--- config.mk ---
export PLATFORM = sky130hd
export DESIGN_NAME = flp_unpack_pipe_flat
export DESIGN_NICKNAME = d
export VERILOG_FILES = /design/src/rtl/flp_unpack_pipe_pkg.sv /design/src/rtl/flp_unpack_pipe_if.sv /design/src/rtl/flp_unpack_pipe_lzc.sv /design/src/rtl/flp_unpack_pipe.sv /design/src/flat_wrapper.sv
export SDC_FILE = /design/constraint.sdc
export NUM_CORES = 1
export LEC_CHECK = 0
export CAP_MARGIN = 5
export CORE_MARGIN = 2
export CORE_UTILIZATION = 53
export CTS_CLUSTER_DIAMETER = 120
export DETAILED_ROUTE_END_ITERATION = 7
export PLACE_DENSITY = 0.8
export RECOVER_POWER = 50
export SLEW_MARGIN = 10
export SYNTH_ARGS = -nofsm -noshare
export SYNTH_HDL_FRONTEND = slang
export SYNTH_SLANG_ARGS = --single-unit
--- constraint.sdc ---
create_clock -name clk -period 2.6 [get_ports clk]
set_input_delay 0.52 -clock clk [delete_from_list [all_inputs] [get_ports clk]]
set_output_delay 0.52 -clock clk [all_outputs]
set_load 0.005 [all_outputs]
--- src/rtl/flp_unpack_pipe_pkg.sv ---
// Shared FP unpack/pack definitions: default FP32 geometry and operand class encoding.
package flp_unpack_pipe_pkg;

  localparam int FP32_EWIDTH = 8;
  localparam int FP32_SWIDTH = 23;
  localparam int FP32_BIAS   = 127;

  typedef enum logic [2:0] {
    CLS_ZERO,
    CLS_SUB,
    CLS_INF,
    CLS_NAN,
    CLS_NORM
  } flp_cls_e;

  function automatic int flp_bias(input int ewidth);
    return (1 << (ewidth - 1)) - 1;
  endfunction

endpackage

--- src/rtl/flp_unpack_pipe_if.sv ---
// Operand-in / unpacked-operand-out handshake bundle for flp_unpack_pipe.
interface flp_unpack_pipe_if #(
  parameter int EWIDTH = flp_unpack_pipe_pkg::FP32_EWIDTH,
  parameter int SWIDTH = flp_unpack_pipe_pkg::FP32_SWIDTH,
  parameter int TWIDTH = 4
);
  localparam int XWIDTH = EWIDTH + 2;

  logic [EWIDTH+SWIDTH:0] i_fpd;
  logic [TWIDTH-1:0]      i_tag;
  logic                   i_vld;
  logic                   o_rdy;
  logic                   o_vld;
  logic                   i_rdy;
  logic [TWIDTH-1:0]      o_tag;
  logic                   o_sn;
  logic [XWIDTH-1:0]      o_ex;
  logic [SWIDTH:0]        o_sg;
  logic                   o_zero;
  logic                   o_sub;
  logic                   o_inf;
  logic                   o_nan;
  logic                   o_snan;

  modport slave (
    input  i_fpd, i_tag, i_vld, i_rdy,
    output o_rdy, o_vld, o_tag, o_sn, o_ex, o_sg, o_zero, o_sub, o_inf, o_nan, o_snan
  );

  modport master (
    output i_fpd, i_tag, i_vld, i_rdy,
    input  o_rdy, o_vld, o_tag, o_sn, o_ex, o_sg, o_zero, o_sub, o_inf, o_nan, o_snan
  );

endinterface

--- src/rtl/flp_unpack_pipe_lzc.sv ---
// Combinational leading-zero counter; an all-zero input yields WIDTH.
module flp_lzc #(
  parameter int WIDTH = 23
) (
  input  logic [WIDTH-1:0]            i_vec,
  output logic [$clog2(WIDTH+1)-1:0]  o_cnt
);
  localparam int CWIDTH = $clog2(WIDTH + 1);

  logic found;

  always_comb begin
    o_cnt = CWIDTH'(WIDTH);
    found = 1'b0;
    for (int unsigned i = 0; i < WIDTH; i++) begin
      if (!found && i_vec[WIDTH-1-i]) begin
        o_cnt = CWIDTH'(i);
        found = 1'b1;
      end
    end
  end

endmodule

--- src/rtl/flp_unpack_pipe.sv ---
// Two-stage elastic IEEE-754 unpacker: S1 classifies and counts leading zeros,
// S2 normalises subnormals and produces the signed unbiased exponent.
module flp_unpack_pipe import flp_unpack_pipe_pkg::*; #(
  parameter int EWIDTH = FP32_EWIDTH,
  parameter int SWIDTH = FP32_SWIDTH,
  parameter int TWIDTH = 4
) (
  input logic              clk,
  input logic              rst,
  flp_unpack_pipe_if.slave bus
);
  localparam int BIAS   = flp_bias(EWIDTH);
  localparam int XWIDTH = EWIDTH + 2;
  localparam int LWIDTH = $clog2(SWIDTH + 1);

  logic              adv1, adv2;
  logic [EWIDTH-1:0] e_in;
  logic [SWIDTH-1:0] f_in;
  logic [LWIDTH-1:0] lz_in;
  flp_cls_e          cls_in;

  logic              v1_d, v1_q, sn1_d, sn1_q;
  flp_cls_e          cls1_d, cls1_q;
  logic [EWIDTH-1:0] e1_d, e1_q;
  logic [SWIDTH-1:0] f1_d, f1_q;
  logic [LWIDTH-1:0] lz1_d, lz1_q;
  logic [TWIDTH-1:0] tag1_d, tag1_q;

  logic              v2_d, v2_q, sn2_d, sn2_q;
  logic [TWIDTH-1:0] tag2_d, tag2_q;
  logic [XWIDTH-1:0] ex2_d, ex2_q;
  logic [SWIDTH:0]   sg2_d, sg2_q;
  logic              zero2_d, zero2_q, sub2_d, sub2_q, inf2_d, inf2_q;
  logic              nan2_d, nan2_q, snan2_d, snan2_q;

  flp_lzc #(.WIDTH(SWIDTH)) u_lzc (
    .i_vec (f_in),
    .o_cnt (lz_in)
  );

  always_comb begin
    e_in = bus.i_fpd[SWIDTH +: EWIDTH];
    f_in = bus.i_fpd[SWIDTH-1:0];
    if (e_in == '0)      cls_in = (f_in == '0) ? CLS_ZERO : CLS_SUB;
    else if (e_in == '1) cls_in = (f_in == '0) ? CLS_INF  : CLS_NAN;
    else                 cls_in = CLS_NORM;
  end

  always_comb begin
    adv2 = !v2_q || bus.i_rdy;
    adv1 = !v1_q || adv2;

    v1_d   = v1_q;
    sn1_d  = sn1_q;
    cls1_d = cls1_q;
    e1_d   = e1_q;
    f1_d   = f1_q;
    lz1_d  = lz1_q;
    tag1_d = tag1_q;
    if (adv1) begin
      v1_d = bus.i_vld;
      if (bus.i_vld) begin
        sn1_d  = bus.i_fpd[EWIDTH+SWIDTH];
        cls1_d = cls_in;
        e1_d   = e_in;
        f1_d   = f_in;
        lz1_d  = lz_in;
        tag1_d = bus.i_tag;
      end
    end

    v2_d    = v2_q;
    tag2_d  = tag2_q;
    sn2_d   = sn2_q;
    ex2_d   = ex2_q;
    sg2_d   = sg2_q;
    zero2_d = zero2_q;
    sub2_d  = sub2_q;
    inf2_d  = inf2_q;
    nan2_d  = nan2_q;
    snan2_d = snan2_q;
    if (adv2) begin
      v2_d = v1_q;
      if (v1_q) begin
        tag2_d  = tag1_q;
        sn2_d   = sn1_q;
        zero2_d = 1'b0;
        sub2_d  = 1'b0;
        inf2_d  = 1'b0;
        nan2_d  = 1'b0;
        snan2_d = 1'b0;
        case (cls1_q)
          CLS_ZERO: begin
            ex2_d   = '0;
            sg2_d   = '0;
            zero2_d = 1'b1;
          end
          // Shifting {F,0} by lzc equals F << (lzc+1) truncated, leaving the leading 1 at the MSB.
          CLS_SUB: begin
            sg2_d  = {f1_q, 1'b0} << lz1_q;
            ex2_d  = -XWIDTH'(BIAS) - XWIDTH'(lz1_q);
            sub2_d = 1'b1;
          end
          CLS_INF: begin
            ex2_d  = XWIDTH'(BIAS + 1);
            sg2_d  = {1'b1, {SWIDTH{1'b0}}};
            inf2_d = 1'b1;
          end
          CLS_NAN: begin
            ex2_d   = XWIDTH'(BIAS + 1);
            sg2_d   = {1'b1, f1_q};
            nan2_d  = 1'b1;
            snan2_d = !f1_q[SWIDTH-1];
          end
          default: begin
            ex2_d = XWIDTH'(e1_q) - XWIDTH'(BIAS);
            sg2_d = {1'b1, f1_q};
          end
        endcase
      end
    end
  end

  always_ff @(posedge clk) begin
    if (rst) begin
      v1_q    <= 1'b0;
      sn1_q   <= 1'b0;
      cls1_q  <= CLS_ZERO;
      e1_q    <= '0;
      f1_q    <= '0;
      lz1_q   <= '0;
      tag1_q  <= '0;
      v2_q    <= 1'b0;
      tag2_q  <= '0;
      sn2_q   <= 1'b0;
      ex2_q   <= '0;
      sg2_q   <= '0;
      zero2_q <= 1'b0;
      sub2_q  <= 1'b0;
      inf2_q  <= 1'b0;
      nan2_q  <= 1'b0;
      snan2_q <= 1'b0;
    end else begin
      v1_q    <= v1_d;
      sn1_q   <= sn1_d;
      cls1_q  <= cls1_d;
      e1_q    <= e1_d;
      f1_q    <= f1_d;
      lz1_q   <= lz1_d;
      tag1_q  <= tag1_d;
      v2_q    <= v2_d;
      tag2_q  <= tag2_d;
      sn2_q   <= sn2_d;
      ex2_q   <= ex2_d;
      sg2_q   <= sg2_d;
      zero2_q <= zero2_d;
      sub2_q  <= sub2_d;
      inf2_q  <= inf2_d;
      nan2_q  <= nan2_d;
      snan2_q <= snan2_d;
    end
  end

  always_comb begin
    bus.o_rdy  = adv1;
    bus.o_vld  = v2_q;
    bus.o_tag  = tag2_q;
    bus.o_sn   = sn2_q;
    bus.o_ex   = ex2_q;
    bus.o_sg   = sg2_q;
    bus.o_zero = zero2_q;
    bus.o_sub  = sub2_q;
    bus.o_inf  = inf2_q;
    bus.o_nan  = nan2_q;
    bus.o_snan = snan2_q;
  end

endmodule
--- src/flat_wrapper.sv ---
// flat-port wrapper written by rule: the top's interface ports become plain ports
module flp_unpack_pipe_flat import flp_unpack_pipe_pkg::*;
#(
  parameter int EWIDTH = FP32_EWIDTH,
  parameter int SWIDTH = FP32_SWIDTH,
  parameter int TWIDTH = 4
)
  (clk, rst, bus_i_fpd, bus_i_tag, bus_i_vld, bus_i_rdy, bus_o_rdy, bus_o_vld, bus_o_tag, bus_o_sn, bus_o_ex, bus_o_sg, bus_o_zero, bus_o_sub, bus_o_inf, bus_o_nan, bus_o_snan);
  flp_unpack_pipe_if #(.EWIDTH(EWIDTH), .SWIDTH(SWIDTH), .TWIDTH(TWIDTH)) bus_i ();
  input logic clk;
  input logic rst;
  input wire logic [$bits(bus_i.i_fpd)-1:0] bus_i_fpd;
  input wire logic [$bits(bus_i.i_tag)-1:0] bus_i_tag;
  input wire logic [$bits(bus_i.i_vld)-1:0] bus_i_vld;
  input wire logic [$bits(bus_i.i_rdy)-1:0] bus_i_rdy;
  output wire logic [$bits(bus_i.o_rdy)-1:0] bus_o_rdy;
  output wire logic [$bits(bus_i.o_vld)-1:0] bus_o_vld;
  output wire logic [$bits(bus_i.o_tag)-1:0] bus_o_tag;
  output wire logic [$bits(bus_i.o_sn)-1:0] bus_o_sn;
  output wire logic [$bits(bus_i.o_ex)-1:0] bus_o_ex;
  output wire logic [$bits(bus_i.o_sg)-1:0] bus_o_sg;
  output wire logic [$bits(bus_i.o_zero)-1:0] bus_o_zero;
  output wire logic [$bits(bus_i.o_sub)-1:0] bus_o_sub;
  output wire logic [$bits(bus_i.o_inf)-1:0] bus_o_inf;
  output wire logic [$bits(bus_i.o_nan)-1:0] bus_o_nan;
  output wire logic [$bits(bus_i.o_snan)-1:0] bus_o_snan;
  assign bus_i.i_fpd = bus_i_fpd;
  assign bus_i.i_tag = bus_i_tag;
  assign bus_i.i_vld = bus_i_vld;
  assign bus_i.i_rdy = bus_i_rdy;
  assign bus_o_rdy = bus_i.o_rdy;
  assign bus_o_vld = bus_i.o_vld;
  assign bus_o_tag = bus_i.o_tag;
  assign bus_o_sn = bus_i.o_sn;
  assign bus_o_ex = bus_i.o_ex;
  assign bus_o_sg = bus_i.o_sg;
  assign bus_o_zero = bus_i.o_zero;
  assign bus_o_sub = bus_i.o_sub;
  assign bus_o_inf = bus_i.o_inf;
  assign bus_o_nan = bus_i.o_nan;
  assign bus_o_snan = bus_i.o_snan;
  flp_unpack_pipe #(.EWIDTH(EWIDTH), .SWIDTH(SWIDTH), .TWIDTH(TWIDTH)) u_core (.clk(clk), .rst(rst), .bus(bus_i));
endmodule
After elaboration in Yosys (flattened, before gate mapping) --
Cells that the tools add are included.
Operators by class: equality and inequality tests 4, reduce and logical (&&, ||, !) cells 55, mux-type cells 56, shift operators 1, $add $sub $neg 2
Operators by type and width (number):
- 2-to-1 mux 5 bit | 23
- one-hot mux 24 bit (3 select lines) | 1
- one-hot mux 10 bit (3 select lines) | 1
- 2-to-1 mux 1 bit | 29
- zero test 1 bit | 25
- left shift 24 x 5 -> 24 bit | 1
- zero test 23 bit | 1
- logical AND 1 bit | 22
- subtractor 8 x 6 -> 9 bit, first input constant | 1
- subtractor 8 x 7 -> 9 bit, second input constant | 1
- equality test 8 bit, second input constant | 1
- zero test 8 bit | 1
- equality test 3 x 2 -> 1 bit, second input constant | 2
- 2-to-1 mux 3 bit | 2
- AND reduction 2 bit | 2
- equality test 3 x 1 -> 1 bit, second input constant | 1
- zero test 3 bit | 1
- logical OR 1 bit | 2
- OR reduction 2 bit | 1
Word-level totals: output and inout bits 46, bits of input ports 40, register bits after elaboration 90, logic and storage cells 135

Longest topological paths before layout --
Gate-level depths: netlist (run 1).
word-level depth 67, depth in mapped cells 8, gate-level depth less buffers 6

Hierarchy --
Synthesis (run 1) repeated with hierarchy kept, for this count alone.
Second synthesis, totals: cell total of the unflattened synthesis 623, area, all modules 5082.4 um^2
By module, submodules not included:
- flp_unpack_pipe | times used 1, area an instance 4808.4 um^2, cells each 584, seq. area each 1781.7 um^2
- flp_lzc | times used 1, area an instance 274.0 um^2, cells each 39, seq. area each 0.0 um^2

Least setup slack after synthesis (run 1) --
OpenSTA, ideal clock, no wires.
path kind flip-flop to flip-flop, start point register u_core.lz1_q[2], end point register u_core.sg2_q[16], in the netlist u_core.bus.o_sg[16], clock period less this slack 1838 ps, path buffers 1, arrival 1706 ps, data required time 2468 ps, library setup time 132 ps, cell stages (with the launch flop) 7, path slack 762 ps, cells stage by stage dfxtp_1 > buf_6 > mux2_2 > mux4_2 > a221o_1 > a21oi_2 > nor3_1
Between the ends: word-level cells in the longest chain between the ends 2
RTL lines:
- from (decl) | line flp_unpack_pipe.sv:26 | logic [LWIDTH-1:0] lz1_d, lz1_q;
- from (signal assigned) | line flp_unpack_pipe.sv:149 | lz1_q <= lz1_d;
- left shift 24 x 5 -> 24 bit | line flp_unpack_pipe.sv:100 | sg2_d = {f1_q, 1'b0} << lz1_q;
- one-hot mux 24 bit (3 select lines) | line flp_unpack_pipe.sv:92 | case (cls1_q)
- to (signal assigned) | line flp_unpack_pipe.sv:155 | sg2_q <= sg2_d;
- to (decl) | line flp_unpack_pipe.sv:32 | logic [SWIDTH:0] sg2_d, sg2_q;
Every way passes these cells. A chain may end at the register's enable or synchronous reset.

Worst setup path after layout (run 1) --
start point register u_core.lz1_q[2], end point register u_core.sg2_q[18], in the netlist u_core.bus.o_sg[18]
Same word-level chain as after synthesis.

==> results of run 1 <==
[final cells by class]
class                           instances  area [µm²]
Multi-Input combinational cell        453        2860
Tap cell                              111         139
Inverter                               12        45.0
Fill cell                             783        2970
Timing Repair Buffer                  119        1130
Sequential cell                        89        1780
Clock buffer                            9         124
Clock inverter                          7        65.1
[cells by family (layout without fill, tap and decap cells)]
| family | count (synthesis) | in the layout |
|---|---|---|
| AO/OA/AOI/OAI | 147 | 147 |
| XOR/XNOR | 7 | 7 |
| adder cells (fa/ha/maj) | 2 | 2 |
| buffers and inverters | 59 | 147 |
| flip-flops | 89 | 89 |
| multiplexers | 49 | 49 |
| AND/OR/NAND/NOR | 248 | 248 |
[worst min path at each step]
stage | end | cells after the start
floorplan | u_core.bus.o_sn | 2
global placement | u_core.bus.o_sn | 2
detailed placement | u_core.bus.o_tag[1] | 2
CTS | u_core.bus.o_tag[1] | 2
global route | u_core.bus.o_tag[2] | 2
finish | u_core.bus.o_tag[3] | 2
[critical path, delay by kind of cell, from the launching register on]
kind	cells	cell delay [ns]
muxes	2	0.88
AOI/OAI and AO/OA	2	0.45
DFF	1	0.66
buffers and inverters	1	0.33
[stage by stage]
| stage | power [mW] | cell area (µm²) | hold slack (ns) | setup slack, ns | cells |
|---|---|---|---|---|---|
| 4_1_cts | 3.01 | 6150 | 0.462 | 0.224 | 800 |
| 3_3_place_gp | 2.09 | 5960 | 0.443 | 0.307 | 784 |
| 2_1_floorplan | 1.82 | 4900 | 0.432 | 0.762 | 601 |
| 5_1_grt | 3.11 | 6140 | 0.482 | 0.0732 | 800 |
| 3_5_place_dp | 2.10 | 5960 | 0.447 | 0.245 | 784 |
| 6_report | 3.00 | 6140 | 0.463 | 0.135 | 800 |
[per-layer routing]
layer  global-route usage  wire [µm]  up-vias  share of wire
met1                0.418       6530     2324           0.44
met3               0.0453       1100       41          0.073
met4                0.102        433        0          0.029
met2                0.485       6910      258           0.46
met5                    0          0        -              0
li1                     -          -     2345              -
[placed cells by master, fill, tap and decap left out, types with 11 or more instances in the layout]
cell,instances
nand2_1,118
nor3_1,26
nor2_1,56
mux2i_1,17
a211oi_1,11
dfxtp_1,89
mux4_2,14
a21oi_1,70
mux2_2,18
dlygate4sd3_1,21
buf_4,28
a221oi_1,19
clkdlybuf4s50_1,63
[Yosys cell counts (3+ instances only)]
cell type,instances
a211oi_1,11
a21o_1,4
a21oi_1,70
a221o_1,3
a221oi_1,19
a22oi_1,6
a32oi_1,3
and2_1,3
buf_1,6
buf_2,7
buf_4,5
clkbuf_1,27
dfxtp_1,89
inv_1,10
mux2_2,18
mux2i_1,17
mux4_2,14
nand2_1,118
nand2b_1,7
nand3_1,5
nand3b_1,3
nand4_1,4
nor2_1,56
nor2b_1,4
nor3_1,26
nor4_1,10
o21ai_0,4
o22ai_1,5
o32ai_1,3
or3_1,4
xnor2_1,4
xor2_1,3
[where the power goes]
group          switching [mW]  internal, mW
clock                   0.562         0.373
sequential             0.0788          1.43
combinational           0.277         0.276
total                   0.918          2.08
[flip-flops by register name, indices dropped and copies added (netlist names), 3 cells and up]
name              flops
u_core.f1_q          23
u_core.bus.o_sg      24
u_core.bus.o_ex       9
u_core.lz1_q          5
u_core.e1_q           8
u_core.bus.o_tag      4
u_core.tag1_q         4
u_core.cls1_q         3
==> qor.txt, run 1 <==
layout cells sized above 1 -> 0.126
grt total ovfl -> 0
total track usage -> 0.302
CTS Hold Bufs -> 0
clock-pin slew on the worst setup and hold paths -> 0.11 ns
IO Pins -> 86
Final Max Tran Viols -> 0
P&R area growth vs syn -> 25.2%
highest clock rate -> 406 MHz
largest area contributor in the netlist -> dfxtp_1
fraction of registers with async set/reset -> 0
die width -> 100 µm
worst endpoint data arrival time -> 2.68 ns
syn_nets -> 643
number of synthesized flops with an enable pin -> 0
setup bufs post-CTS -> 0
RR Startpoint -> u_core.lz1_q[2]
startpoint types -> flop
cell chain of the critical path -> buf_4, mux2_2, mux4_2, a221oi_2, a211oi_1
Critical Path Start -> u_core.lz1_q[2]
Worst Path Required -> 2.81 ns
number of antenna diodes -> 0
initial antenna violation count -> 0
FF-to-FF End -> u_core.bus.o_sg[18]
Tcrit/Tclk final -> 0.948
die area -> 10000 µm²
Hold Violations, Final -> 0
sequential fraction of the synthesis area -> 0.364
XOR/XNOR Fraction of Synth Area -> 0.0125
DP Wirelength -> 11300 µm
Via density -> 6.21
ranking of synthesized cells by area -> dfxtp_1, nand2_1, a21oi_1
leakage -> 2.28 nW
Crit-path slowest cell -> dfxtp_1
CTS resizes -> 0
top cell type's share of synthesized area -> 0.364
Clock Sinks -> 89
slowest stage delay, CP -> 0.66 ns
clk_lat worst skew -> 0.37 ns
core area -> 9110 µm²
drc violations -> 0
Reg2Reg Depth -> 5
Mapped Avg Cell Area -> 8.15 µm²
CP endpoint -> u_core.bus.o_sg[18]
max-slew headroom at the worst pin -> 0.106
# rows -> 35
htree depth -> 3
pwr/cell area -> 489 nW/µm²
Max VDD drop -> 0.335 mV
status -> finished clean
Final GP Congestion -> 0.943
Post-Syn Instances -> 601
routed wire length -> 15000 µm
antenna-violating nets left -> 0
final setup vio count -> 0
Max-Cap Viols -> 0
CP Class -> reg2reg
Seq cells post-synth -> 89
TritonCTS clock tree -> built
Syn. warnings -> 0
Tmin final -> 2.46 ns
Longest Clk Path Bufs -> 2
crit-path max FO -> 17
Worst Tran Pin Value -> 1.34 ns
pin count of the biggest net entering global routing -> 37
Critical Path End Type -> flop
Hold Crit Class -> reg2reg
Post-Syn Area -> 4900 µm²
port bufs -> 85
Layout Utilization -> 0.674
Num CTS Buffers -> 9
Initial Util -> 0.538
routed len/inst -> 18.7 µm
via count -> 4968
main combinational cell family by area after synthesis -> simple AND/OR/NAND/NOR gates
first-pass GRT wire length -> 23800 µm
Die Y -> 100 µm
vias in the first global route -> 4690
final net count -> 726
main flop type after synthesis -> dfxtp_1
Detailed Route Iter0 Violations -> 378
Worst Clk Skew -> 0.0179 ns
Synth Area in Adders -> 0.00511
Setup TNS -> 0 ns
post-synthesis mux area share -> 0.140
CTS root buf -> clkbuf_8
simple-gate share of the synthesized area -> 0.226
1st-pass router iterations -> 4
Synth Area in Compound Gates -> 0.199
reg2reg setup slack -> 0.14 ns
Hold Path Origin -> u_core.bus.o_tag[3]
Synth cell types -> 56
unrepaired setup endpoints after global routing -> false
Power figures use the tool's default switching activity.
==> run 2, diff against run 1 <==
Settings changed: CORE_UTILIZATION 53 to 54, MAX_ROUTING_LAYER set to met4, PLACE_DENSITY 0.8 to 0.81, SYNTH_HIERARCHICAL set to 1.
==> qor.txt, run 2 <==
worst endpoint data arrival time -> 2.61 ns (-0.07 ns)
core area -> 9200 µm² (+0.96%)
clk_lat worst skew -> 0.36 ns (about the same)
pwr/cell area -> 485 nW/µm² (-0.76%)
Post-Syn Area -> 5080 µm² (+3.7%)
Longest Clk Path Bufs -> 2 (unchanged)
highest clock rate -> 418 MHz (+3.0%)
TritonCTS clock tree -> built
number of synthesized flops with an enable pin -> 0 (unchanged)
max-slew headroom at the worst pin -> 0.258 (+0.152)
IO Pins -> 86 (unchanged)
Worst Tran Pin Value -> 1.11 ns (-0.228 ns)
Critical Path End Type -> flop
CTS resizes -> 0 (unchanged)
crit-path max FO -> 12 (-5)
Hold Crit Endpoint -> u_core/bus.o_tag[3]
number of flip-flops in the largest register -> 24 (unchanged)
Mapped Avg Cell Area -> 8.16 µm² (about the same)
final setup vio count -> 0 (unchanged)
clock-pin slew on the worst setup and hold paths -> 0.09 ns (-0.02 ns)
port bufs -> 85 (unchanged)
top cell type's share of synthesized area -> 0.351 (-0.0130)
P&R area growth vs syn -> 22.0%
Detailed Route Iter0 Violations -> 584 (+54%)
Max-Cap Viols -> 0 (unchanged)
Max VDD drop -> 0.247 mV (-26%)
Die Y -> 101 µm (+0.85%)
drc violations -> 0 (unchanged)
setup bufs post-CTS -> 0 (unchanged)
Setup TNS -> 0 ns (unchanged)
leakage -> 2.32 nW (+1.8%)
sw frac -> 0.291 (-0.0153)
syn_nets -> 665 (+3.4%)
die width -> 101 µm (+0.85%)
antenna-violating nets left -> 0 (unchanged)
logic gate share of total power -> 0.173 (-0.011)
Worst Clk Skew -> 0.0143 ns (-0.00360 ns)
fin cells -> 809 (+1.1%)
Hold Violations, Final -> 0 (unchanged)
vias in the first global route -> 4653 (-0.79%)
sequential fraction of the synthesis area -> 0.351 (-0.0130)
Hold Crit Class -> reg2reg
count leader, synth -> nand2_1
switching power -> 873 µW (-4.8%)
Syn. warnings -> 6 (+6)
Tcrit/Tclk final -> 0.921 (-0.0274)
Internal -> 2.13 mW (+2.4%)
Synth cell types -> 68 (+21%)
Reg2Reg Depth -> 5 (unchanged)
RR Startpoint -> u_core/lz1_q[0]
grt total ovfl -> 0 (unchanged)
number of antenna diodes -> 0 (unchanged)
most frequent cells in the layout -> nand2_1, dfxtp_1, a21oi_1
Tmin final -> 2.39 ns (-0.0711 ns)
Initial Util -> 0.553 (+0.0146)
reg2reg setup slack -> 0.21 ns (+0.07 ns)
Via density -> 6.38 (+2.7%)
largest area contributor in the netlist -> dfxtp_1
Placed Instances -> 793 (+1.1%)
CTS root buf -> clkbuf_8
FF-to-FF End -> u_core/bus.o_sg[14]
CP Class -> reg2reg
routed len/inst -> 18.7 µm (about the same)
Seq cells post-synth -> 89 (unchanged)
ranking of synthesized cells by area -> dfxtp_1, nand2_1, a21oi_1
final net count -> 735 (+1.2%)
via count -> 5162 (+3.9%)
clock share of power -> 0.324 (+0.012)
htree depth -> 3 (unchanged)
1st-pass router iterations -> 5 (+1)
Final GP Congestion -> 1.02 (+8.5%)
Power Total -> 3.01 mW (+0.21%)
die area -> 10200 µm² (+1.7%)
part of the power in registers -> 0.503 (about the same)
most common cell after layout, fill and taps aside -> nand2_1
unrepaired setup endpoints after global routing -> false
fraction of registers with async set/reset -> 0 (unchanged)
startpoint types -> flop
routed wire length -> 15100 µm (+1.1%)
first-pass GRT wire length -> 23700 µm (-0.35%)
layout cells sized above 1 -> 0.102 (-0.0246)
Worst Path Required -> 2.82 ns (about the same)
DP Wirelength -> 11100 µm (-1.8%)
Hold Path Origin -> u_core/tag1_q[3]
Final Max Tran Viols -> 0 (unchanged)
total track usage -> 0.306 (+0.00360)
Clock Sinks -> 89 (unchanged)
Post-Syn Instances -> 623 (+3.7%)
hold path depth -> 2 (unchanged)
pin count of the biggest net entering global routing -> 59 (+59%)
main flop type after synthesis -> dfxtp_1
# rows -> 35 (unchanged)
initial antenna violation count -> 0 (unchanged)
status -> finished clean
CTS Hold Bufs -> 0 (unchanged)
synth cell count leaders -> nand2_1, dfxtp_1, a21oi_1, nor2_1
Num CTS Buffers -> 9 (unchanged)
## run 2: cell types whose count changed after synthesis, sizes merged, moves of 9 or more
| cell | before | now |
|---|---|---|
| nand2 | 118 | 127 |
| a21oi | 71 | 82 |
| o21ai | 4 | 28 |
| nor2 | 56 | 45 |
| nor3 | 27 | 14 |
## run 2: worst max-delay path, cell delays in order (launching register included)
cell and delay (ns):
dfxtp_1 0.73, clkinv_1 0.48, nor2_1 0.34, a211oi_1 0.17, a221oi_1 0.41, a21oi_1 0.13
## run 2: per-stage QoR
stage / hold WS [ns] / instance area, µm² / worst slack [ns] / utilization
after floorplan: 0.432 / 5080 / 0.865 / -
after detailed placement: 0.445 / 6010 / 0.254 / 0.654
after global routing: 0.480 / 6200 / 0.0652 / 0.674
after CTS: 0.466 / 6220 / 0.255 / 0.676
final: 0.464 / 6200 / 0.207 / 0.674
after global placement: 0.438 / 6010 / 0.326 / 0.654
## run 2: final cells by class
class / instances / area [µm²]
timing repair buffer: 107 / 1020
clock inverter: 6 / 78.8
tap: 111 / 139
sequential: 89 / 1780
multi-input combinational: 475 / 3010
clock buffer: 10 / 128
fill: 794 / 3000
inverter: 11 / 41.3
## run 2: worst max path at each step
| stage | slack [ns] | startpoint | to | cells after the start |
|---|---|---|---|---|
| global placement | 0.33 | u_core/lz1_q[1] | u_core/bus.o_sg[7] | 6 |
| floorplan | 0.87 | u_core/lz1_q[1] | u_core/bus.o_sg[23] | 6 |
| global route | 0.07 | u_core/lz1_q[1] | u_core/bus.o_sg[7] | 6 |
| detailed placement | 0.25 | u_core/lz1_q[1] | u_core/bus.o_sg[7] | 6 |
| CTS | 0.25 | u_core/lz1_q[1] | u_core/bus.o_sg[7] | 6 |
| finish | 0.21 | u_core/lz1_q[0] | u_core/bus.o_sg[14] | 5 |
## run 2: cell families (layout without fill, tap and decap cells)
family	count (synthesis)	in the layout	synth area share
AO/OA/AOI/OAI	180	180	0.226
XOR/XNOR	7	7	0.0121
adder cells (fa/ha/maj)	2	2	0.00492
buffers and inverters	59	134	0.0571
flip-flops	89	89	0.351
multiplexers	45	45	0.127
AND/OR/NAND/NOR	241	241	0.223
## run 2: layer usage
layer  share of wire  wire length, µm  up-vias  global-route usage
met4           0.026              394        0               0.103
met2            0.46             6940      289               0.482
met5               0                0        -                   -
met1            0.43             6580     2418               0.407
li1                -                -     2412                   -
met3           0.081             1230       43              0.0416
## run 2: power groups by stage
stage | sequential [mW] | clock (mW) | combinational (mW)
detailed placement | 1.54 | 0 | 0.524
finish | 1.51 | 0.974 | 0.521
global route | 1.52 | 1.04 | 0.566
CTS | 1.51 | 0.989 | 0.527
floorplan | 1.51 | 0 | 0.300
global placement | 1.54 | 0 | 0.516
